--- src/rtl/mem_arbiter.sv ---
// mem_arbiter: serialises the eight per-format RAM request bundles onto the
// single data-RAM port. The granted channel's access runs through a req/ack
// handshake with the RAM. Read data is captured for the core. An atomic
// read-modify-write on channel 2 runs as a read followed by a write.
//
// Handshake: oMEM_REQ rises with oMEM_WE, oMEM_ADDR and oMEM_WDATA valid and
// holds them unchanged until the RAM answers with a one-cycle iMEM_ACK. The
// same holds until the transaction times out. A transaction ends on the edge
// that samples iMEM_ACK. An ack seen while no request is pending is ignored.
module mem_arbiter #(
    parameter int N_CH    = 8,
    parameter int TIMEOUT = 16
) (
    input  logic                 iCLK,
    input  logic                 iRST,
    input  logic [N_CH-1:0]      iREQ_CE,
    input  logic [N_CH-1:0]      iREQ_RD,
    input  logic [N_CH-1:0]      iREQ_WR,
    input  logic [8*N_CH-1:0]    iREQ_ADDR,
    input  logic [32*N_CH-1:0]   iREQ_DATA,
    output logic                 oMEM_REQ,
    output logic                 oMEM_WE,
    output logic [7:0]           oMEM_ADDR,
    output logic [31:0]          oMEM_WDATA,
    input  logic                 iMEM_ACK,
    input  logic [31:0]          iMEM_RDATA,
    output logic [31:0]          oRD_DATA,
    output logic [N_CH-1:0]      oDONE,
    output logic                 oSTALL,
    output logic                 oERR,
    output logic [1:0]           oSTATE
);
    localparam int              GW        = $clog2(N_CH);
    localparam logic [7:0]      CNT_LIMIT = 8'(TIMEOUT - 1);
    localparam logic [GW-1:0]   ATOMIC_CH = GW'(2);

    typedef enum logic [1:0] {
        S_IDLE = 2'd0,
        S_RD   = 2'd1,
        S_WR   = 2'd2,
        S_DONE = 2'd3
    } state_t;

    state_t          state, state_n;
    logic [GW-1:0]   grant, grant_n, pick;
    logic [7:0]      addr_q, addr_n;
    logic [7:0]      cnt, cnt_n;
    logic            rmw_q, rmw_n;
    logic            err_q, err_n;
    logic [31:0]     rd_q, rd_n;
    logic [N_CH-1:0] active;
    logic            any_active;
    logic            sel_rd, sel_wr, pick_atomic;
    logic [7:0]      sel_addr;

    // Lowest-index active channel wins; the others wait, held by the stall.
    always_comb begin
        active = iREQ_CE & (iREQ_RD | iREQ_WR);
        pick   = '0;
        for (int k = N_CH - 1; k >= 0; k--) begin
            if (active[k]) pick = GW'(k);
        end
    end

    assign any_active  = |active;
    assign sel_rd      = iREQ_RD[pick];
    assign sel_wr      = iREQ_WR[pick];
    assign sel_addr    = iREQ_ADDR[{pick, 3'b000} +: 8];
    assign pick_atomic = (pick == ATOMIC_CH);

    // Register the FSM state and the per-transaction context.
    always_ff @(posedge iCLK or posedge iRST) begin
        if (iRST) begin
            state  <= S_IDLE;
            grant  <= '0;
            addr_q <= '0;
            cnt    <= '0;
            rmw_q  <= 1'b0;
            err_q  <= 1'b0;
            rd_q   <= '0;
        end else begin
            state  <= state_n;
            grant  <= grant_n;
            addr_q <= addr_n;
            cnt    <= cnt_n;
            rmw_q  <= rmw_n;
            err_q  <= err_n;
            rd_q   <= rd_n;
        end
    end

    // Next-state sequencing and RAM-port drive for the granted transaction.
    always_comb begin
        state_n    = state;
        grant_n    = grant;
        addr_n     = addr_q;
        cnt_n      = cnt;
        rmw_n      = rmw_q;
        err_n      = err_q;
        rd_n       = rd_q;
        oMEM_REQ   = 1'b0;
        oMEM_WE    = 1'b0;
        oMEM_ADDR  = addr_q;
        oMEM_WDATA = '0;
        oDONE      = '0;
        oERR       = 1'b0;
        oSTALL     = 1'b0;
        case (state)
            S_IDLE: begin
                oSTALL = any_active;
                if (any_active) begin
                    grant_n = pick;
                    addr_n  = sel_addr;
                    // RD+WR only means read-modify-write on the atomic channel;
                    // on any other channel it degrades to a plain write.
                    rmw_n   = sel_rd & sel_wr & pick_atomic;
                    err_n   = 1'b0;
                    cnt_n   = '0;
                    state_n = (sel_rd & ~(sel_wr & ~pick_atomic)) ? S_RD : S_WR;
                end
            end
            S_RD: begin
                oMEM_REQ = 1'b1;
                oSTALL   = 1'b1;
                if (iMEM_ACK) begin
                    rd_n    = iMEM_RDATA;
                    cnt_n   = '0;
                    state_n = rmw_q ? S_WR : S_DONE;
                end else if (cnt == CNT_LIMIT) begin
                    err_n   = 1'b1;
                    rd_n    = '0;
                    cnt_n   = '0;
                    state_n = S_DONE;
                end else begin
                    cnt_n = cnt + 8'd1;
                end
            end
            S_WR: begin
                oMEM_REQ   = 1'b1;
                oMEM_WE    = 1'b1;
                oSTALL     = 1'b1;
                // Live from the channel so an RMW write can be built from oRD_DATA.
                oMEM_WDATA = iREQ_DATA[{grant, 5'b00000} +: 32];
                if (iMEM_ACK) begin
                    cnt_n   = '0;
                    state_n = S_DONE;
                end else if (cnt == CNT_LIMIT) begin
                    err_n   = 1'b1;
                    rd_n    = '0;
                    cnt_n   = '0;
                    state_n = S_DONE;
                end else begin
                    cnt_n = cnt + 8'd1;
                end
            end
            S_DONE: begin
                oDONE[grant] = 1'b1;
                oERR         = err_q;
                state_n      = S_IDLE;
            end
            default: state_n = S_IDLE;
        endcase
    end

    assign oRD_DATA = rd_q;
    assign oSTATE   = state;

endmodule
--- config.mk ---
export PLATFORM = sky130hd
export DESIGN_NAME = mem_arbiter
export DESIGN_NICKNAME = d
export VERILOG_FILES = /design/src/rtl/mem_arbiter.sv
export SDC_FILE = /design/constraint.sdc
export NUM_CORES = 1
export LEC_CHECK = 0
export ABC_AREA = 1
export CAP_MARGIN = 10
export CORE_AREA = 8 8 175 177
export CTS_CLUSTER_DIAMETER = 80
export DETAILED_ROUTE_END_ITERATION = 12
export DIE_AREA = 0 0 183 185
export MAX_ROUTING_LAYER = met4
export PLACE_DENSITY = 0.52
export RECOVER_POWER = 50
export SLEW_MARGIN = 20
export SYNTH_ARGS = -nofsm -noshare
export SYNTH_HDL_FRONTEND = slang
export SYNTH_SLANG_ARGS = --single-unit
--- constraint.sdc ---
create_clock -name iCLK -period 2.8 [get_ports iCLK]
set_clock_uncertainty 0.1 [all_clocks]
set_input_delay 0.56 -clock iCLK [delete_from_list [all_inputs] [get_ports iCLK]]
set_output_delay 0.56 -clock iCLK [all_outputs]
set_load 0.1 [all_outputs]
Word level (Yosys, flattened, before mapping)
Cells that the tools add are included.
{"block": "totals", "register_bits": 55, "latchBits": 0, "ramBits": 0, "rom_bits": 0, "inputBits": 379, "word_cells": 79, "mem_count": 0}
{"block": "classes", "n_addsub": 1, "multipliers": 0, "n_div": 0, "magnitude_cmp": 3, "eq_ne": 9, "shifts": 2, "n_mux": 39, "bitwise_logic": 8, "n_reduce_logical": 10}
{"cell": "256-bit by 9-bit variable part select with 32-bit output", "count": 1}
{"cell": "32-bit two-way mux", "count": 4}
{"cell": "32-bit one-hot mux with 2 select lines", "count": 1}
{"cell": "64-bit by 7-bit variable part select with 8-bit output", "count": 1}
{"cell": "8-bit two-way mux", "count": 4}
{"cell": "3-bit two-way mux", "count": 8}
{"cell": "8-bit one-hot mux with 2 select lines", "count": 1}
{"cell": "1-bit two-way mux", "count": 10}
{"cell": "2-bit two-way mux", "count": 5}
{"cell": "8-bit by 1-bit adder with 8-bit output (second input constant)", "count": 1}
{"cell": "8-bit AND", "count": 1}
{"cell": "8-bit by 4-bit equality test with 1-bit output (second input constant)", "count": 1}
{"cell": "3-bit by 4-bit less-than comparator with 1-bit output (second input constant)", "count": 2}
{"cell": "8-bit OR", "count": 1}
{"cell": "2-bit one-hot mux with 4 select lines", "count": 1}
{"cell": "8-bit OR reduction", "count": 1}
{"cell": "1-bit binary-select mux with 3-bit select", "count": 2}
{"cell": "2-bit inequality test (second input constant)", "count": 3}
{"cell": "2-bit AND reduction", "count": 3}
{"cell": "1-bit AND", "count": 4}
{"cell": "2-bit equality test (second input constant)", "count": 2}
{"cell": "1-bit one-hot mux with 2 select lines", "count": 2}
{"cell": "4-bit AND reduction", "count": 1}
{"cell": "2-bit nonzero test", "count": 2}
{"cell": "other kinds (9)", "count": 10}

Logic depth before layout (Yosys ltp)
{"block": "logic_depth", "word_depth": 18, "ltp_mapped": 18}

Least setup slack after synthesis
Ideal clock, no wire load.
{"block": "synth_timing", "kind": "reg2out", "startpoint": "reg state[1] (netlist: oSTATE[1])", "endpoint": "out oMEM_WDATA[30]", "arrival_ps": 4749, "slack_ps": -2609, "stages_incl_launch_ff": 4, "path_buffers": 0, "cell_sequence": "dfrtp_1 ha_1 clkinv_1 a311oi_1"}
{"block": "synth_via", "elab_chain_len": 2}
{"item": "start: declaration", "line": "44", "rtl": "state_t state, state_n;"}
{"item": "start signal: assignment", "line": "82", "rtl": "state <= state_n;"}
{"item": "2-bit equality test", "line": "108", "rtl": "case (state)"}
{"item": "32-bit two-way mux", "line": "108"}
{"item": "end: declaration", "line": "24", "rtl": "output logic [31:0] oMEM_WDATA,"}
No other way between the ends.

Final worst setup path
{"block": "layout_timing", "startpoint": "reg grant[0]", "endpoint": "out oMEM_WDATA[7]"}
{"block": "layout_via", "elab_chain_len": 2}
{"item": "start: declaration", "line": "45", "rtl": "logic [GW-1:0] grant, grant_n, pick;"}
{"item": "start signal: assignment", "line": "83", "rtl": "grant <= grant_n;"}
{"item": "256-bit by 9-bit variable part select with 32-bit output", "line": "143", "rtl": "oMEM_WDATA = iREQ_DATA[{grant, 5'b00000} +: 32];"}
{"item": "32-bit two-way mux", "line": "108"}
No other way between the ends.

==> impl_results.md <==
- Final Slew Violations: 0
- Final period util: 97.4%
- Share of cells above drive strength 1: 10.9%
- Largest net degree at the start of global routing: 84
- Longest Clk Path Bufs: 2
- Crit path kind: reg -> out
- Hold-fix buffers at CTS: 0
- Reg2Reg Setup Slack: 0.71 ns
- Area leader, netlist: dfrtp_1
- # nets final: 1757
- Yosys top cell area share: 25.1%
- # fillers: 2977
- Dominant cells by area after synthesis: dfrtp_1 25%, nor2_1 20%, o21ai_0 16%
- Multi-input logic area: 4300 um2
- Final min period: 2.73 ns
- Total track usage: 20.1%
- Routed WL: 34600 um
- WP data arrival: 2.07 ns
- Pwr/cell area: 1180 nW/um2
- Status: completed
- Gp weighted congestion: 0.852
- Post-DR wirelength/cell: 19.7 um
- Netlist cell types: 40
- CP max stage cell: dfrtp_4
- Die Wd: 183 um
- Seq. cell area: 1380 um2
- CP most frequent cell: buf_12
- Sequential fraction of the synthesis area: 25.1%
- Setup WS post-layout: 0.0741 ns
- CTS Buf Count: 5
- Insertion delay to the later sink of the worst-skew pair: 0.29 ns
- Pre-CTS setup slack: 0.0623 ns
- Final core utilization: 41.4%
- Synth Warn #: 0
- Sink Count: 55
- # rows: 62
- Cell Area, Synth: 5480 um2
- Worst Path Max Fanout: 56
- Initial core utilization: 19.5%
- Number of global-route vias before repair: 8374
- Slowest Stage Delay on Critical Path: 0.53 ns
- FF+latch count, synth: 55
- Slew at the pin with the worst max-slew slack: 1.44 ns
- Vias: 8032
- Reg2Reg Depth: 8
- CTS tree: built
- Leakage: 4.57 nW
- Initial antenna violation count: 4
- Number of port buffers: 464
- CP endpoint: oMEM_WDATA[7]
- Max-Cap Viols: 0
- Synth-to-Final Area Change: 112%
- DR iter-0 viols: 323
- Die area: 33900 um2
- Fmax: 367 MHz
- DRC: 0
- R2r endpoint: oRD_DATA[18]$_DFFE_PP0P_
- Final Hold Viols: 0
- Total power: 0.0137 W
- Critical R2R Launch: cnt[0]$_DFFE_PP0P_
- Syn nets: 1324
- Die Y: 185 um
- Cells after synthesis: 939
- Critical path endpoint category: output pin
- Routed Antenna Nets: 0
- Avg Cell Area, Syn: 5.83 um2
- Placed cell count: 1749
- Critical path origin: grant[0]$_DFFE_PP0P_
- Drt first pass iters: 4
- CTS root buffer: clkbuf_16
- Worst hold path type: reg -> reg
- Core ar.: 28100 um2
- Setup crit start kind: register
- Max_slew headroom: 3.89%
- DPL Wire Length: 28200 um
- First-pass GRT wire length: 50500 um
- Grt total ovfl: 0
- Via density: 4.56
- VDD IR-drop max: 0.755 mV
- Worst-path clk slew: 0.07 ns
- Crit path cell chain: clkinv_2 > buf_12 > buf_4 > o21ai_0 > a41oi_4 > buf_12
- Final cell count without fillers: 1761
- Final setup vio count: 0
- I/O Pins: 465
- Critical Path RT: 2.14 ns
- Htree depth: 2
-- state kept, by name (all words and copies together) (netlist names) --
| register | count |
|---|---|
| oSTATE | 2 |
| cnt | 8 |
| oMEM_ADDR | 8 |
| err_q | 1 |
| grant | 3 |
| rmw_q | 1 |
| oRD_DATA | 32 |
-- worst min path at each step --
stage / slack, ns / end / cells after the start / start
final: 0.40 / oMEM_ADDR[7]$_DFFE_PP0P_ / 2 / oMEM_ADDR[7]$_DFFE_PP0P_
after global routing: 0.43 / oRD_DATA[17]$_DFFE_PP0P_ / 2 / oRD_DATA[17]$_DFFE_PP0P_
after CTS: 0.41 / oRD_DATA[6]$_DFFE_PP0P_ / 2 / oRD_DATA[6]$_DFFE_PP0P_
after detailed placement: 0.38 / oMEM_ADDR[0]$_DFFE_PP0P_ / 2 / oMEM_ADDR[0]$_DFFE_PP0P_
after global placement: 0.38 / oRD_DATA[28]$_DFFE_PP0P_ / 2 / oRD_DATA[28]$_DFFE_PP0P_
after floorplan: 0.35 / rmw_q$_DFFE_PP0P_ / 2 / rmw_q$_DFFE_PP0P_
-- cells in the mapped netlist (all sizes together) --
| library cell | n |
|---|---|
| a211oi | 1 |
| a21oi | 9 |
| a22o | 1 |
| a22oi | 1 |
| a2bb2oi | 2 |
| a311oi | 1 |
| a31oi | 1 |
| a41oi | 31 |
| buf | 28 |
| clkbuf | 39 |
| clkinv | 2 |
| dfrtp | 55 |
| ha | 6 |
| inv | 37 |
| nand2 | 134 |
| nand3 | 85 |
| nand3b | 4 |
| nand4 | 1 |
| nor2 | 293 |
| nor3 | 4 |
| o211ai | 1 |
| o21ai | 192 |
| o22ai | 9 |
| or2 | 2 |
-- layer usage --
layer / wire [um] / track usage (%) / up-vias
li1: - / - / 4023
met3: 2920 / 5.79 / 30
met2: 17400 / 35.3 / 333
met4: 732 / 5.43 / 0
met1: 13600 / 21.9 / 3646
met5: 0 / - / -
-- cell usage in the layout (no fill, tap or decap), types with 2 or more instances in the layout --
cell type,count
clkdlybuf4s50_1,378
nor2_1,285
o21ai_0,162
nand2_1,129
nand3_1,85
dfrtp_1,52
buf_12,47
clkbuf_1,42
inv_1,32
a41oi_4,31
o21ai_1,22
buf_4,20
nor2_2,8
a21oi_1,8
o22ai_1,8
o21ai_2,7
clkbuf_16,5
diode_2,4
inv_2,4
nand3b_1,4
ha_1,4
buf_6,4
nand2_4,3
nor3_1,3
clkinv_4,2
nand2_2,2
a2bb2oi_1,2
ha_4,2
dfrtp_2,2
-- logic make-up after synthesis --
family	Yosys count	synth area share (%)
simple gates	523	38.9
compound gates	249	26.2
buf+inv	106	8.41
flops	55	25.1
fa+ha+maj	6	1.37
-- stage by stage --
step	cell area, um2	hold WS [ns]	TNS (ns)
after floorplan	6190	0.349	-4.43
after global placement	11600	0.382	0
after detailed placement	11600	0.385	0
after CTS	11700	0.407	0
after global routing	11600	0.431	-0.0140
final	11600	0.396	0
-- report_power, final --
group	switching, W	total, W	internal, W	leakage [nW]
Clock	0.000301	0.000724	0.000424	0.0771
Sequential	0.000208	0.00133	0.00112	0.731
Combinational	0.00829	0.0116	0.00333	3.76
-- critical path, delay by kind of cell (launching register included) --
kind | cells | cell delay, ns
buffers and inverters | 4 | 0.74
DFF | 1 | 0.53
AOI/OAI and AO/OA | 2 | 0.45
-- area by class of cell --
type | count | area share, %
Tap cell | 384 | 4.13
Clock inverter | 2 | 0.323
Timing Repair Buffer | 493 | 44.1
Inverter | 39 | 1.36
Multi-Input combinational cell | 778 | 37.0
Clock buffer | 6 | 1.11
Antenna cell | 4 | 0.0861
Sequential cell | 55 | 11.9
-- timing repair --
item	CTS	global route
gates resized for setup	6	18
hold endpoints to repair	0	0
setup buffers	0	0
endpoints found under the setup margin	8	25
(Power assumes the default switching activity.)
